==> src/rtl/div_unit.sv <==
// -----------------------------------------------------------------------------
// div_unit -- iterative RV32M divide / remainder unit (DIV, DIVU, REM, REMU)
//
// Sits in the execute stage. Operands come from the register file read ports.
// The completion pulse, destination and value feed the register file write
// port: done -> write_enable, rd_out -> write_address, result -> write_data.
// While a division is in flight, busy stalls instruction issue.
//
// Algorithm: restoring radix-2 division, one quotient bit per clock, MSB
// first. Signed operations divide magnitudes, then fix the signs afterwards.
// Divide-by-zero and signed overflow skip the iteration and complete after
// one cycle.
//
// Timing (start sampled at edge N):
//   normal  : CALC at edges N+1..N+XLEN, FIX at N+XLEN+1, done high for the
//             one cycle that follows (XLEN+2 cycles after the start cycle)
//   special : done high in the cycle right after edge N
//
// Parameters
//   XLEN      operand/result width; also the number of iterations
//
// Ports
//   clk       in   1     clock, all state changes on posedge
//   rst       in   1     asynchronous active-high reset, aborts any division
//   start     in   1     request, only looked at while idle
//   op        in   2     00 DIV, 01 DIVU, 10 REM, 11 REMU
//   rs1_data  in   XLEN  dividend
//   rs2_data  in   XLEN  divisor
//   rd_addr   in   5     destination register, captured with start
//   flush     in   1     (DIV_UNIT_FLUSH_EN only) synchronous kill
//   busy      out  1     high in CALC, FIX and DONE
//   done      out  1     one-cycle completion pulse
//   result    out  XLEN  quotient or remainder, held until the next completion
//   rd_out    out  5     destination of the last completed operation
//
// Configuration
//   DIV_UNIT_FLUSH_EN  when defined, adds the flush input. A flush sampled in
//                      CALC or FIX abandons the operation without a done
//                      pulse. A flush sampled in IDLE drops a simultaneous
//                      start. result and rd_out are never touched by a flush.
// -----------------------------------------------------------------------------
module div_unit #(
  parameter int XLEN = 32
) (
  input  logic            clk,
  input  logic            rst,
  input  logic            start,
  input  logic [1:0]      op,
  input  logic [XLEN-1:0] rs1_data,
  input  logic [XLEN-1:0] rs2_data,
  input  logic [4:0]      rd_addr,
`ifdef DIV_UNIT_FLUSH_EN
  input  logic            flush,
`endif
  output logic            busy,
  output logic            done,
  output logic [XLEN-1:0] result,
  output logic [4:0]      rd_out
);

  localparam int CW = $clog2(XLEN);

  typedef enum logic [1:0] {
    S_IDLE = 2'd0,
    S_CALC = 2'd1,
    S_FIX  = 2'd2,
    S_DONE = 2'd3
  } state_t;

  state_t state_reg, state_next;

  // Operation context captured at start
  logic [1:0]      op_reg;
  logic [4:0]      rd_reg;
  logic            neg_q_reg;
  logic            neg_r_reg;

  // Datapath: dvd_reg holds the dividend and gradually fills with quotient
  // bits from the bottom as dividend bits are shifted out of the top.
  logic [XLEN-1:0] dvd_reg;
  logic [XLEN-1:0] dvs_reg;
  logic [XLEN-1:0] rem_reg;
  logic [CW-1:0]   count_reg;

  // Registered outputs
  logic [XLEN-1:0] result_reg;
  logic [4:0]      rd_out_reg;

  // ---------------------------------------------------------------------------
  // Flush qualifier: constant low when the feature is not built in
  // ---------------------------------------------------------------------------
  logic flush_active;
`ifdef DIV_UNIT_FLUSH_EN
  assign flush_active = flush;
`else
  assign flush_active = 1'b0;
`endif

  // ---------------------------------------------------------------------------
  // Operand preparation (used only on the accepting edge)
  // ---------------------------------------------------------------------------
  logic            is_signed;
  logic            is_rem;
  logic            sign1;
  logic            sign2;
  logic [XLEN-1:0] mag1;
  logic [XLEN-1:0] mag2;
  logic            div_by_zero;
  logic            overflow;
  logic            special;
  logic [XLEN-1:0] special_result;
  logic            start_accept;

  assign is_signed = ~op[0];
  assign is_rem    = op[1];
  assign sign1     = is_signed & rs1_data[XLEN-1];
  assign sign2     = is_signed & rs2_data[XLEN-1];
  // abs(most negative) wraps to itself, which is the correct magnitude when
  // read as unsigned.
  assign mag1      = sign1 ? (~rs1_data + 1'b1) : rs1_data;
  assign mag2      = sign2 ? (~rs2_data + 1'b1) : rs2_data;

  assign div_by_zero = (rs2_data == '0);
  assign overflow    = is_signed
                     && (rs1_data == {1'b1, {(XLEN-1){1'b0}}})
                     && (rs2_data == '1);
  assign special     = div_by_zero | overflow;

  // Divide-by-zero wins over overflow. In the overflow case the quotient is
  // the dividend itself (most negative value) and the remainder is zero.
  always_comb begin
    special_result = '0;
    if (div_by_zero) begin
      special_result = is_rem ? rs1_data : '1;
    end else begin
      special_result = is_rem ? '0 : rs1_data;
    end
  end

  // flush in IDLE takes priority, so the request is simply dropped
  assign start_accept = (state_reg == S_IDLE) && start && !flush_active;

  // ---------------------------------------------------------------------------
  // One restoring step. The shifted partial remainder can reach 2*divisor-1,
  // which needs XLEN+1 bits; the subtraction is done at that width so its top
  // bit is a reliable borrow even for a divisor of all-ones.
  // ---------------------------------------------------------------------------
  logic [XLEN:0]   shifted;
  logic [XLEN:0]   diff;
  logic            q_bit;
  logic [XLEN-1:0] rem_step;
  logic [XLEN-1:0] dvd_step;

  assign shifted  = {rem_reg, dvd_reg[XLEN-1]};
  assign diff     = shifted - {1'b0, dvs_reg};
  assign q_bit    = ~diff[XLEN];
  assign rem_step = q_bit ? diff[XLEN-1:0] : shifted[XLEN-1:0];
  assign dvd_step = {dvd_reg[XLEN-2:0], q_bit};

  // Sign fix-up applied in FIX
  logic [XLEN-1:0] quot_fixed;
  logic [XLEN-1:0] rem_fixed;

  assign quot_fixed = neg_q_reg ? (~dvd_reg + 1'b1) : dvd_reg;
  assign rem_fixed  = neg_r_reg ? (~rem_reg + 1'b1) : rem_reg;

  logic last_iter;
  assign last_iter = (count_reg == CW'(XLEN - 1));

  // ---------------------------------------------------------------------------
  // FSM
  // ---------------------------------------------------------------------------
  always_ff @(posedge clk or posedge rst) begin
    if (rst) begin
      state_reg <= S_IDLE;
    end else begin
      state_reg <= state_next;
    end
  end

  always_comb begin
    state_next = state_reg;
    case (state_reg)
      S_IDLE: begin
        if (start_accept) begin
          state_next = special ? S_DONE : S_CALC;
        end
      end
      S_CALC: begin
        if (flush_active) begin
          state_next = S_IDLE;
        end else if (last_iter) begin
          state_next = S_FIX;
        end
      end
      S_FIX: begin
        state_next = flush_active ? S_IDLE : S_DONE;
      end
      S_DONE: begin
        state_next = S_IDLE;
      end
      default: begin
        state_next = S_IDLE;
      end
    endcase
  end

  // ---------------------------------------------------------------------------
  // Datapath and output registers
  // ---------------------------------------------------------------------------
  always_ff @(posedge clk or posedge rst) begin
    if (rst) begin
      op_reg     <= '0;
      rd_reg     <= '0;
      neg_q_reg  <= 1'b0;
      neg_r_reg  <= 1'b0;
      dvd_reg    <= '0;
      dvs_reg    <= '0;
      rem_reg    <= '0;
      count_reg  <= '0;
      result_reg <= '0;
      rd_out_reg <= '0;
    end else begin
      case (state_reg)
        S_IDLE: begin
          if (start_accept) begin
            op_reg    <= op;
            rd_reg    <= rd_addr;
            neg_q_reg <= sign1 ^ sign2;
            neg_r_reg <= sign1;
            dvd_reg   <= mag1;
            dvs_reg   <= mag2;
            rem_reg   <= '0;
            count_reg <= '0;
            // Special cases complete straight away
            if (special) begin
              result_reg <= special_result;
              rd_out_reg <= rd_addr;
            end
          end
        end
        S_CALC: begin
          if (!flush_active) begin
            rem_reg   <= rem_step;
            dvd_reg   <= dvd_step;
            count_reg <= count_reg + 1'b1;
          end
        end
        S_FIX: begin
          // A flush here must leave the visible outputs untouched
          if (!flush_active) begin
            result_reg <= op_reg[1] ? rem_fixed : quot_fixed;
            rd_out_reg <= rd_reg;
          end
        end
        default: begin
        end
      endcase
    end
  end

  assign busy   = (state_reg != S_IDLE);
  assign done   = (state_reg == S_DONE);
  assign result = result_reg;
  assign rd_out = rd_out_reg;

endmodule

==> config.mk <==
export PLATFORM = sky130hd
export DESIGN_NAME = div_unit
export DESIGN_NICKNAME = d
export VERILOG_FILES = /design/src/rtl/div_unit.sv
export SDC_FILE = /design/constraint.sdc
export NUM_CORES = 1
export LEC_CHECK = 0
export BUFFER_PORTS_ARGS = -buffer_cell sky130_fd_sc_hd__buf_2
export CORE_UTILIZATION = 35
export CTS_BUF_LIST = sky130_fd_sc_hd__clkbuf_16
export DETAILED_ROUTE_END_ITERATION = 16
export SETUP_SLACK_MARGIN = 0.05
export SLEW_MARGIN = 40
export SYNTH_ARGS = -nofsm -noshare
export SYNTH_HDL_FRONTEND = slang
export SYNTH_SLANG_ARGS = --single-unit
==> constraint.sdc <==
create_clock -name clk -period 10.6 [get_ports clk]
set_input_delay 1.06 -clock clk [delete_from_list [all_inputs] [get_ports clk]]
set_output_delay 1.06 -clock clk [all_outputs]
set_load 0.05 [all_outputs]
==> insert_results.sql, run 1 <==
INSERT INTO impl_metrics (metric_group, metric, value, unit) VALUES
('outcome', 'run_status', 'complete, no violations', ''),
('final_layout', 'finalNonFillerCells', '1863', ''),
('detailed_routing', 'detail_route.first_pass.iterations', '5', ''),
('critical_path', 'reg2reg_setup_slack', '6690', 'ps'),
('floorplan', 'floorplan.die.height', '182', 'µm'),
('synth', 'ys_ff_latch', '148', ''),
('critical_path', 'crit_start', 'dvd_reg[31]', ''),
('detailed_routing', 'detail_route.wl_per_cell', '16.7', 'µm'),
('timing', 'final_max_slew_viol_count', '0', ''),
('clock_tree', 'cts.repair_timing.setup_buffer_count', '0', ''),
('critical_path', 'worst-r2r-cell-count', '13', ''),
('timing', 'slew_at_the_pin_closest_to_its_max_slew_limit', '812', 'ps'),
('synth', 'synth-edff-count', '0', ''),
('synth', 'syn_avg_cell_area', '8.17', 'µm²'),
('timing', 'timing.clock.skew', '14.7', 'ps'),
('timing', 'final.setup.tns', '0', 'ps'),
('detailed_routing', 'detail_route.drc_violations', '0', ''),
('timing', 'finalSetupViolations', '0', ''),
('detailed_routing', 'dr.first_iter.drc_count', '666', ''),
('detailed_routing', 'finalWirelength', '31200', 'µm'),
('critical_path', 'timing_worst_setup_path_type', 'reg -> reg', ''),
('critical_path', 'crit_arrival', '4260', 'ps'),
('final_layout', 'areaGrowthSynthToFinish', '13.3', '%'),
('timing', 'fin_ws', '6690', 'ps'),
('power_and_ir_drop', 'peakVddDrop', '0.187', 'mV'),
('critical_path', 'crit_chain', 'inv_1, ha_1, fa_1, nand2b_1, a21oi_1, o21ai_1, o211a_1, o221a_2, a2111oi_0, a211oi_4, buf_4, or2_2, o21ai_0', ''),
('placed_design', 'port_buffers', '112', ''),
('clock_tree', 'clock_tree_sinks', '148', ''),
('synth', 'yosys-top-cells-count', 'sky130_fd_sc_hd__nand2_1 (202), sky130_fd_sc_hd__o21ai_0 (161), sky130_fd_sc_hd__dfrtp_1 (148)', ''),
('final_layout', 'drive_gt1_frac', '0.146', ''),
('floorplan', 'floorplan.initialDensity', '0.357', ''),
('clock_tree', 'cts.clk_slew.worst_paths', '60', 'ps'),
('timing', 'timing.max_slew.rel_slack', '0.457', ''),
('critical_path', 'critical-path-slowest-cell', 'sky130_fd_sc_hd__a2111oi_0', ''),
('placed_design', 'globalplace.congestion', '0.856', ''),
('synth', 'ys_top_cells_by_area', 'sky130_fd_sc_hd__dfrtp_1 (33%), sky130_fd_sc_hd__o21ai_0 (7.1%), sky130_fd_sc_hd__nand2_1 (6.7%), sky130_fd_sc_hd__xor2_1 (6.4%), sky130_fd_sc_hd__xnor2_1 (5.1%)', ''),
('critical_path', 'cp-end-kind', 'flip-flop', ''),
('critical_path', 'r2r-start', 'dvd_reg[31]', ''),
('floorplan', 'floorplan.core_area', '0.0316', 'mm²'),
('synth', 'netlist.top_cell.by_area', 'sky130_fd_sc_hd__dfrtp_1', ''),
('final_layout', 'utilization', '0.404', ''),
('synth', 'syn-num-nets', '1500', ''),
('detailed_routing', 'route.detailed.vias_per_inst', '5.37', ''),
('placed_design', 'place_inst', '1830', ''),
('detailed_routing', 'drtAntennaViolNets', '0', ''),
('timing', 'worst_hold_slack', '473', 'ps'),
('global_routing', 'grt_first_pass_wirelength', '50500', 'µm'),
('power_and_ir_drop', 'power-per-cell-area', '331', 'mW/mm²'),
('floorplan', 'die_width', '182', 'µm'),
('clock_tree', 'cts_hold_buffers', '0', ''),
('critical_path', 'max_stage_delay', '670', 'ps'),
('critical_path', 'worstSetupEndpoint', 'rem_reg[29]', ''),
('final_layout', 'fin_nets', '1565', ''),
('synth', 'synth_cell_types', '68', ''),
('global_routing', 'first_global_vias', '9184', ''),
('synth', 'ys.flop_type', 'sky130_fd_sc_hd__dfrtp_1', ''),
('synth', 'post_synth_inst_count', '1382', ''),
('synth', 'post-synth-top-area-fraction', '0.328', ''),
('clock_tree', 'clock-root-buffer', 'sky130_fd_sc_hd__clkbuf_16', ''),
('placed_design', 'pre_cts_slack', '6090', 'ps'),
('power_and_ir_drop', 'total_leakage_power', '0.00541', 'µW'),
('global_routing', 'grt_antenna_before_repair', '1', ''),
('global_routing', 'grt-ovfl-total', '0', ''),
('clock_tree', 'cts_made_buffers', '17', ''),
('critical_path', 'critical_path.startpoint_type', 'flip-flop', ''),
('timing', 'layout_worst_path_cycle_share', '0.369', ''),
('job', 'cap_viol_max_count', '0', ''),
('synth', 'syn_area', '0.0113', 'mm²'),
('critical_path', 'required', '10940', 'ps'),
('synth', 'synthArstFlopShare', '1.00', ''),
('floorplan', 'die-area', '0.0330', 'mm²');
-- report_power, final --
part	switching (µW)	internal (µW)	leakage (µW)	total, µW
Combinational	1560	921	0.00322	2480
Sequential	284	810	0.00188	1090
Clock	264	397	0.000310	661
-- cell usage in the layout (no fill, tap or decap), types with 28 or more instances in the layout --
master,count
sky130_fd_sc_hd__a21oi_1,96
sky130_fd_sc_hd__buf_2,112
sky130_fd_sc_hd__dfrtp_1,146
sky130_fd_sc_hd__ha_1,42
sky130_fd_sc_hd__inv_1,60
sky130_fd_sc_hd__maj3_1,30
sky130_fd_sc_hd__nand2_1,201
sky130_fd_sc_hd__nor2_1,68
sky130_fd_sc_hd__o211ai_1,28
sky130_fd_sc_hd__o21ai_0,161
sky130_fd_sc_hd__xnor2_1,66
sky130_fd_sc_hd__xor2_1,82
-- critical path: cells and delay by family, from the launching register on --
family / cells / cell delay [ps]
AOI/OAI and AO/OA: 7 / 1770
DFF: 1 / 410
and+or+nand+nor: 2 / 560
adders and majority gates: 2 / 650
buffers and inverters: 2 / 430
-- kinds of logic (layout without fill, tap and decap cells) --
group / count (synthesis) / count (layout) / synth area share
adders and majority gates: 74 / 74 / 0.0761
buffers and inverters: 139 / 217 / 0.0514
DFF: 148 / 148 / 0.328
other: 0 / 1 / 0
and+or+nand+nor: 398 / 398 / 0.163
xor gates and xnor gates: 148 / 148 / 0.115
AOI/OAI and AO/OA: 454 / 454 / 0.247
muxes: 21 / 21 / 0.0192
-- metal layers --
layer  track usage  vias to the layer above  wire length, µm
met1         0.288                     4641            15900
met4        0.0369                        0              314
met5             0                        -                0
li1              -                     5057                -
met2         0.288                      290            13300
met3        0.0279                       21             1610
-- per-stage QoR --
step,cell area [µm²],total power (µW)
detailed placement,12100,3570
floorplan,11300,3010
finish,12800,4230
global route,12800,4620
CTS,12800,4240
global placement,12100,3520
-- worst min path at each step --
stage                             end  cells past startpoint
after floorplan           dvs_reg[10]                      2
after global placement     result[13]                      2
after detailed placement   result[16]                      2
after CTS                  result[16]                      2
after global routing       result[12]                      2
final                      result[17]                      2
-- final cells by class --
type / count / area (µm²)
Timing Repair Buffer: 125 / 666
Antenna cell: 1 / 2.50
Fill cell: 3187 / 18900
Multi-Input combinational cell: 1095 / 7040
Sequential cell: 148 / 3710
Inverter: 60 / 233
Clock inverter: 15 / 203
Tap cell: 402 / 503
Clock buffer: 17 / 425
Power figures use the tool's default switching activity.
==> inputs of run 2 (changes only) <==
Clock period 10.6 ns to 3.5 ns, I/O delays scaled along.
==> insert_results.sql, run 2 (synthesis gave the netlist of run 1 again) <==
INSERT INTO impl_metrics (metric_group, metric, value, unit) VALUES
('outcome', 'run_status', 'complete, no violations', ''),
('clock_tree', 'cts_made_buffers', '17', ''),
('detailed_routing', 'dr.first_iter.drc_count', '777', ''),
('floorplan', 'die_width', '182', 'µm'),
('global_routing', 'first_global_vias', '9613', ''),
('placed_design', 'port_buffers', '112', ''),
('worst_hold_path', 'hold_path.startpoint', 'rd_addr[3]', ''),
('critical_path', 'timing_worst_setup_path_type', 'reg -> reg', ''),
('critical_path', 'crit_arrival', '3600', 'ps'),
('global_routing', 'grt-ovfl-total', '0', ''),
('floorplan', 'row_count', '65', ''),
('clock_tree', 'insertion_delay', '430', 'ps'),
('detailed_routing', 'detail_route.wl_per_cell', '17.0', 'µm'),
('detailed_routing', 'route.detailed.vias_per_inst', '5.39', ''),
('placed_design', 'globalplace.congestion', '0.881', ''),
('final_layout', 'layout.cells.most_common_list', 'sky130_fd_sc_hd__nand2_1 (201), sky130_fd_sc_hd__o21ai_0 (161), sky130_fd_sc_hd__dfrtp_1 (147), sky130_fd_sc_hd__buf_2 (112), sky130_fd_sc_hd__a21oi_1 (95)', ''),
('clock_tree', 'htreeDepth', '4', ''),
('detailed_routing', 'detail_route.drc_violations', '0', ''),
('clock_tree', 'cts.clk_slew.worst_paths', '70', 'ps'),
('placed_design', 'post_dp_cell_area', '0.0124', 'mm²'),
('global_routing', 'grt_antenna_before_repair', '0', ''),
('critical_path', 'crit_start', 'dvs_reg[0]', ''),
('critical_path', 'required', '3800', 'ps'),
('timing', 'timing.clock.skew', '13.4', 'ps'),
('timing', 'slew_at_the_pin_closest_to_its_max_slew_limit', '786', 'ps'),
('final_layout', 'areaGrowthSynthToFinish', '16.5', '%'),
('timing', 'final.setup.tns', '0', 'ps'),
('timing', 'timing_hold_violations_final', '0', ''),
('floorplan', 'floorplan.initialDensity', '0.357', ''),
('global_routing', 'grt_first_pass_wirelength', '51700', 'µm'),
('detailed_routing', 'detail_route.first_pass.iterations', '5', ''),
('floorplan', 'boundaryPins', '113', ''),
('final_layout', 'fin_nets', '1601', ''),
('global_routing', 'grt_use_total', '0.195', ''),
('clock_tree', 'clock_tree_sinks', '148', ''),
('detailed_routing', 'vias', '10200', ''),
('critical_path', 'critical_path.startpoint_type', 'flip-flop', ''),
('final_layout', 'utilization', '0.415', ''),
('power_and_ir_drop', 'peakVddDrop', '0.399', 'mV'),
('critical_path', 'worstSetupEndpoint', 'rem_reg[21]', ''),
('timing', 'finalWorstPathRequiredPeriod', '3300', 'ps'),
('final_layout', 'final_common_cell', 'sky130_fd_sc_hd__nand2_1', ''),
('timing', 'layout_worst_path_cycle_share', '0.944', ''),
('detailed_routing', 'finalWirelength', '32200', 'µm'),
('power_and_ir_drop', 'power.total', '13400', 'µW'),
('timing', 'finalSetupViolations', '0', ''),
('final_layout', 'fin_area', '0.0131', 'mm²'),
('timing', 'rsz_0062_raised_after_global_routing', 'false', ''),
('timing', 'final_max_slew_viol_count', '0', ''),
('critical_path', 'cp-end-kind', 'flip-flop', ''),
('floorplan', 'die-area', '0.0330', 'mm²'),
('clock_tree', 'tritoncts', 'yes', ''),
('critical_path', 'r2r_end', 'rem_reg[21]', ''),
('timing', 'fmax', '303', 'MHz'),
('timing', 'timing.max_slew.rel_slack', '0.476', ''),
('placed_design', 'dpl.hpwl', '23400', 'µm'),
('placed_design', 'pre_cts_slack', '36.3', 'ps'),
('worst_hold_path', 'min_path_type', 'in -> reg', ''),
('global_routing', 'grt_start_max_net_pins', '149', ''),
('clock_tree', 'clock-root-buffer', 'sky130_fd_sc_hd__clkbuf_16', ''),
('critical_path', 'r2r-start', 'dvs_reg[0]', ''),
('critical_path', 'reg2reg_setup_slack', '200', 'ps'),
('power_and_ir_drop', 'total_leakage_power', '0.00560', 'µW'),
('clock_tree', 'maximum_number_of_buffers_from_clock_root_to_sink', '2', ''),
('critical_path', 'timing.critical_path.fanout_max', '6', ''),
('final_layout', 'drive_gt1_frac', '0.168', ''),
('critical_path', 'worst-r2r-cell-count', '13', ''),
('timing', 'fin_ws', '198', 'ps'),
('floorplan', 'floorplan.die.height', '182', 'µm'),
('power_and_ir_drop', 'power-per-cell-area', '1020', 'mW/mm²'),
('final_layout', 'antenna-diode-count', '0', ''),
('detailed_routing', 'drtAntennaViolNets', '0', ''),
('floorplan', 'floorplan.core_area', '0.0316', 'mm²'),
('job', 'cap_viol_max_count', '0', '');
-- run 2: power by group --
group | switching (µW) | internal, µW | total [µW]
sequential | 777 | 2450 | 3230
combinational | 5090 | 3210 | 8300
clock | 797 | 1050 | 1850
total | 6660 | 6720 | 13400
-- run 2: cell type report --
cell class / count / area (µm²)
clock inverter: 15 / 158
multi-input combinational: 1095 / 7070
fill: 3174 / 18500
tap: 402 / 503
sequential: 148 / 3710
timing repair buffer: 161 / 1050
clock buffer: 17 / 425
inverter: 60 / 229
-- run 2: worst min-delay path by stage --
stage	to	slack, ps	cells past startpoint
finish	rd_reg[3]	170	2
global route	rd_reg[0]	170	2
CTS	rd_reg[3]	150	2
detailed placement	result[10]	460	2
global placement	result[15]	460	2
floorplan	neg_q_reg	450	1
-- run 2: critical path, cell delays in order, from the launching register on --
cell and delay [ps]:
sky130_fd_sc_hd__dfrtp_1 410, sky130_fd_sc_hd__ha_1 230, sky130_fd_sc_hd__fa_2 360, sky130_fd_sc_hd__nand2b_1 180, sky130_fd_sc_hd__a21oi_2 170, sky130_fd_sc_hd__o21ai_2 100
sky130_fd_sc_hd__o211a_1 250, sky130_fd_sc_hd__o221a_2 300, sky130_fd_sc_hd__a21o_1 200, sky130_fd_sc_hd__a211oi_4 340, sky130_fd_sc_hd__buf_6 170, sky130_fd_sc_hd__clkbuf_16 150
sky130_fd_sc_hd__mux2i_1 200, sky130_fd_sc_hd__o21ai_0 90
-- run 2: what timing repair did --
action / in CTS / in global routing
hold buffers: 0 / 1
endpoints found under the setup margin: 8 / 36
gates resized for setup: 2 / 7
hold endpoints to repair: 0 / 14
cloned: 0 / 3
pin swaps: 0 / 1
buffers inserted: 0 / 3
-- run 2: layer usage --
metal / part of all wire / GRT usage / up-vias
li1: - / - / 5126
met1: 0.50 / 0.283 / 4774
met2: 0.44 / 0.302 / 309
met3: 0.055 / 0.0343 / 29
met4: 0.011 / 0.0431 / 0
met5: 0 / 0 / -
-- run 2: metrics by stage --
step / instances / hold slack, ps
2_1_floorplan: 1382 / 446
3_3_place_gp: 1857 / 456
3_5_place_dp: 1858 / 463
4_1_cts: 1890 / 153
5_1_grt: 1898 / 167
6_report: 1898 / 166
==> inputs of run 3 (changes only) <==
Settings changed: REMOVE_ABC_BUFFERS from default to 1.
==> insert_results.sql, run 3 (synthesis gave the netlist of run 1 again) <==
INSERT INTO impl_metrics (metric_group, metric, value, unit) VALUES
('outcome', 'run_status', 'complete, no violations', ''),
('power_and_ir_drop', 'p_int', '6720', 'µW'),
('placed_design', 'pre_cts_slack', '138', 'ps'),
('detailed_routing', 'dr.first_iter.drc_count', '638', ''),
('power_and_ir_drop', 'total_leakage_power', '0.00563', 'µW'),
('final_layout', 'footprint_of_the_multi_input_gates', '0.00710', 'mm²'),
('power_and_ir_drop', 'power-per-cell-area', '1020', 'mW/mm²'),
('final_layout', 'drive_gt1_frac', '0.170', ''),
('critical_path', 'critical-path-slowest-cell', 'sky130_fd_sc_hd__dfrtp_1', ''),
('global_routing', 'grt_use_total', '0.199', ''),
('job', 'cap_viol_max_count', '0', ''),
('detailed_routing', 'route.detailed.vias_per_inst', '5.41', ''),
('clock_tree', 'insertion_delay', '430', 'ps'),
('global_routing', 'grt_antenna_before_repair', '0', ''),
('placed_design', 'globalplace.congestion', '0.874', ''),
('final_layout', 'filler_cell_count', '3200', ''),
('global_routing', 'grt_first_pass_wirelength', '52700', 'µm'),
('power_and_ir_drop', 'clkPwrFrac', '0.138', ''),
('critical_path', 'most_common_cell_on_crit_path', 'sky130_fd_sc_hd__buf_4', ''),
('final_layout', 'fin_area', '0.0132', 'mm²'),
('clock_tree', 'cts_made_buffers', '17', ''),
('power_and_ir_drop', 'peakVddDrop', '0.408', 'mV'),
('placed_design', 'port_buffers', '112', ''),
('floorplan', 'die-area', '0.0330', 'mm²'),
('critical_path', 'max_stage_delay', '460', 'ps'),
('critical_path', 'cp-end-kind', 'flip-flop', ''),
('timing', 'rsz_0062_raised_after_global_routing', 'false', ''),
('critical_path', 'crit_arrival', '3630', 'ps'),
('detailed_routing', 'detail_route.first_pass.iterations', '5', ''),
('global_routing', 'grt_start_max_net_pins', '68', ''),
('detailed_routing', 'detail_route.wl_per_cell', '17.0', 'µm'),
('floorplan', 'die_width', '182', 'µm'),
('worst_hold_path', 'min_path_type', 'in -> async', ''),
('global_routing', 'grt-ovfl-total', '0', ''),
('clock_tree', 'tritoncts', 'yes', ''),
('detailed_routing', 'detail_route.drc_violations', '0', ''),
('detailed_routing', 'drtAntennaViolNets', '0', ''),
('clock_tree', 'cts.clk_slew.worst_paths', '70', 'ps'),
('floorplan', 'floorplan.core_area', '0.0316', 'mm²'),
('clock_tree', 'cts_hold_buffers', '0', ''),
('power_and_ir_drop', 'power.share.switching', '0.499', ''),
('clock_tree', 'clock-root-buffer', 'sky130_fd_sc_hd__clkbuf_16', ''),
('power_and_ir_drop', 'comb_power_share', '0.621', ''),
('timing', 'timing.clock.skew', '14.3', 'ps'),
('critical_path', 'crit_chain', 'inv_1, fa_1, nand2b_4, a21oi_2, o21ai_1, o211a_1, o221a_4, a2111oi_4, buf_4, a211oi_4, buf_12, buf_4, a31oi_1, a21oi_1, o21ai_0', ''),
('floorplan', 'row_count', '65', ''),
('final_layout', 'layout.cells.most_common_list', 'sky130_fd_sc_hd__nand2_1 (201), sky130_fd_sc_hd__o21ai_0 (161), sky130_fd_sc_hd__dfrtp_1 (147), sky130_fd_sc_hd__buf_2 (112), sky130_fd_sc_hd__a21oi_1 (95)', ''),
('critical_path', 'required', '3850', 'ps'),
('placed_design', 'post_dp_cell_area', '0.0125', 'mm²'),
('critical_path', 'crit_family', 'compound AO/OA/AOI/OAI gates', ''),
('final_layout', 'areaGrowthSynthToFinish', '16.8', '%'),
('timing', 'timing_hold_violations_final', '0', ''),
('critical_path', 'timing.critical_path.fanout_max', '7', ''),
('critical_path', 'timing_worst_setup_path_type', 'reg -> reg', ''),
('timing', 'slew_at_the_pin_closest_to_its_max_slew_limit', '792', 'ps'),
('floorplan', 'floorplan.die.height', '182', 'µm'),
('timing', 'layout_worst_path_cycle_share', '0.938', ''),
('timing', 'fin_ws', '218', 'ps'),
('critical_path', 'critical_path.startpoint_type', 'flip-flop', ''),
('timing', 'finalSetupViolations', '0', ''),
('final_layout', 'final_common_cell', 'sky130_fd_sc_hd__nand2_1', ''),
('clock_tree', 'htreeDepth', '4', ''),
('power_and_ir_drop', 'share_of_total_power_in_sequential_cells', '0.241', ''),
('final_layout', 'fin_nets', '1605', ''),
('placed_design', 'dpl.hpwl', '24300', 'µm'),
('detailed_routing', 'finalWirelength', '32400', 'µm'),
('clock_tree', 'maximum_number_of_buffers_from_clock_root_to_sink', '2', ''),
('power_and_ir_drop', 'switching_power', '6710', 'µW'),
('detailed_routing', 'vias', '10300', ''),
('floorplan', 'boundaryPins', '113', ''),
('clock_tree', 'clock_tree_sinks', '148', ''),
('critical_path', 'critical_path.n_buffers_inverters', '4', ''),
('final_layout', 'ff_latch_area', '0.00370', 'mm²'),
('timing', 'timing.max_slew.rel_slack', '0.472', ''),
('timing', 'finalWorstPathRequiredPeriod', '3280', 'ps'),
('timing', 'fmax', '305', 'MHz'),
('power_and_ir_drop', 'power.total', '13400', 'µW'),
('timing', 'final_max_slew_viol_count', '0', ''),
('global_routing', 'first_global_vias', '9959', ''),
('floorplan', 'floorplan.initialDensity', '0.357', '');
[run 3: changes by cell type in the layout (fill, tap and decap cells not counted), moves of 2 or more]
cell and change:
sky130_fd_sc_hd__buf_6 -3, sky130_fd_sc_hd__inv_6 +3, sky130_fd_sc_hd__buf_16 -2, sky130_fd_sc_hd__clkinv_2 -2
sky130_fd_sc_hd__clkinv_4 -2, sky130_fd_sc_hd__buf_4 +7, sky130_fd_sc_hd__inv_8 +4, sky130_fd_sc_hd__buf_12 +2
[run 3: power groups by stage]
stage	Combinational [µW]	Clock, µW	Sequential (µW)
2_1_floorplan	5190	0	3710
3_3_place_gp	7870	0	3210
3_5_place_dp	8020	0	3240
4_1_cts	8060	1890	3220
5_1_grt	9300	1950	3340
6_report	8340	1850	3230
[run 3: through the flow]
stage | TNS [ps] | cells | util | hold WS (ps)
after floorplan | -215180 | 1303 | - | 446
after global placement | 0 | 1867 | 0.394 | 458
after detailed placement | 0 | 1868 | 0.395 | 460
after CTS | 0 | 1900 | 0.413 | 47.0
after global routing | 0 | 1902 | 0.417 | 69.6
final | 0 | 1903 | 0.417 | 25.5
[run 3: per-layer routing]
layer / track usage / routed length [µm] / vias to the layer above
met5: 0 / 0 / -
met4: 0.0390 / 238 / 0
met3: 0.0281 / 1550 / 15
met2: 0.319 / 14600 / 264
met1: 0.284 / 16000 / 4881
li1: - / - / 5139
[run 3: timing repair]
action / in CTS / in global routing
gates resized for setup: 0 / 8
setup buffers: 0 / 1
endpoints found under the setup margin: 0 / 34
[run 3: path summary, 6_finish.rpt]
kind,startpoint,to,slack [ps],cells after the start
worst max register to register,rem_reg[0],rem_reg[22],220,15
min in group clk,rd_addr[4],rd_reg[4],160,2
worst max-delay path,rem_reg[0],rem_reg[22],220,15
worst min-delay path,rst,rd_reg[1],30,2
max in group asynchronous,rst,dvd_reg[5],2640,3
worst min register to register,result[7],result[7],470,2
[run 3: area by class of cell]
cell class | count | share of cell area
Antenna cell | 1 | 0.000190
Clock buffer | 17 | 0.0323
Clock inverter | 15 | 0.0121
Inverter | 60 | 0.0175
Multi-Input combinational cell | 1095 | 0.539
Sequential cell | 148 | 0.281
Tap cell | 402 | 0.0381
Timing Repair Buffer | 165 | 0.0803
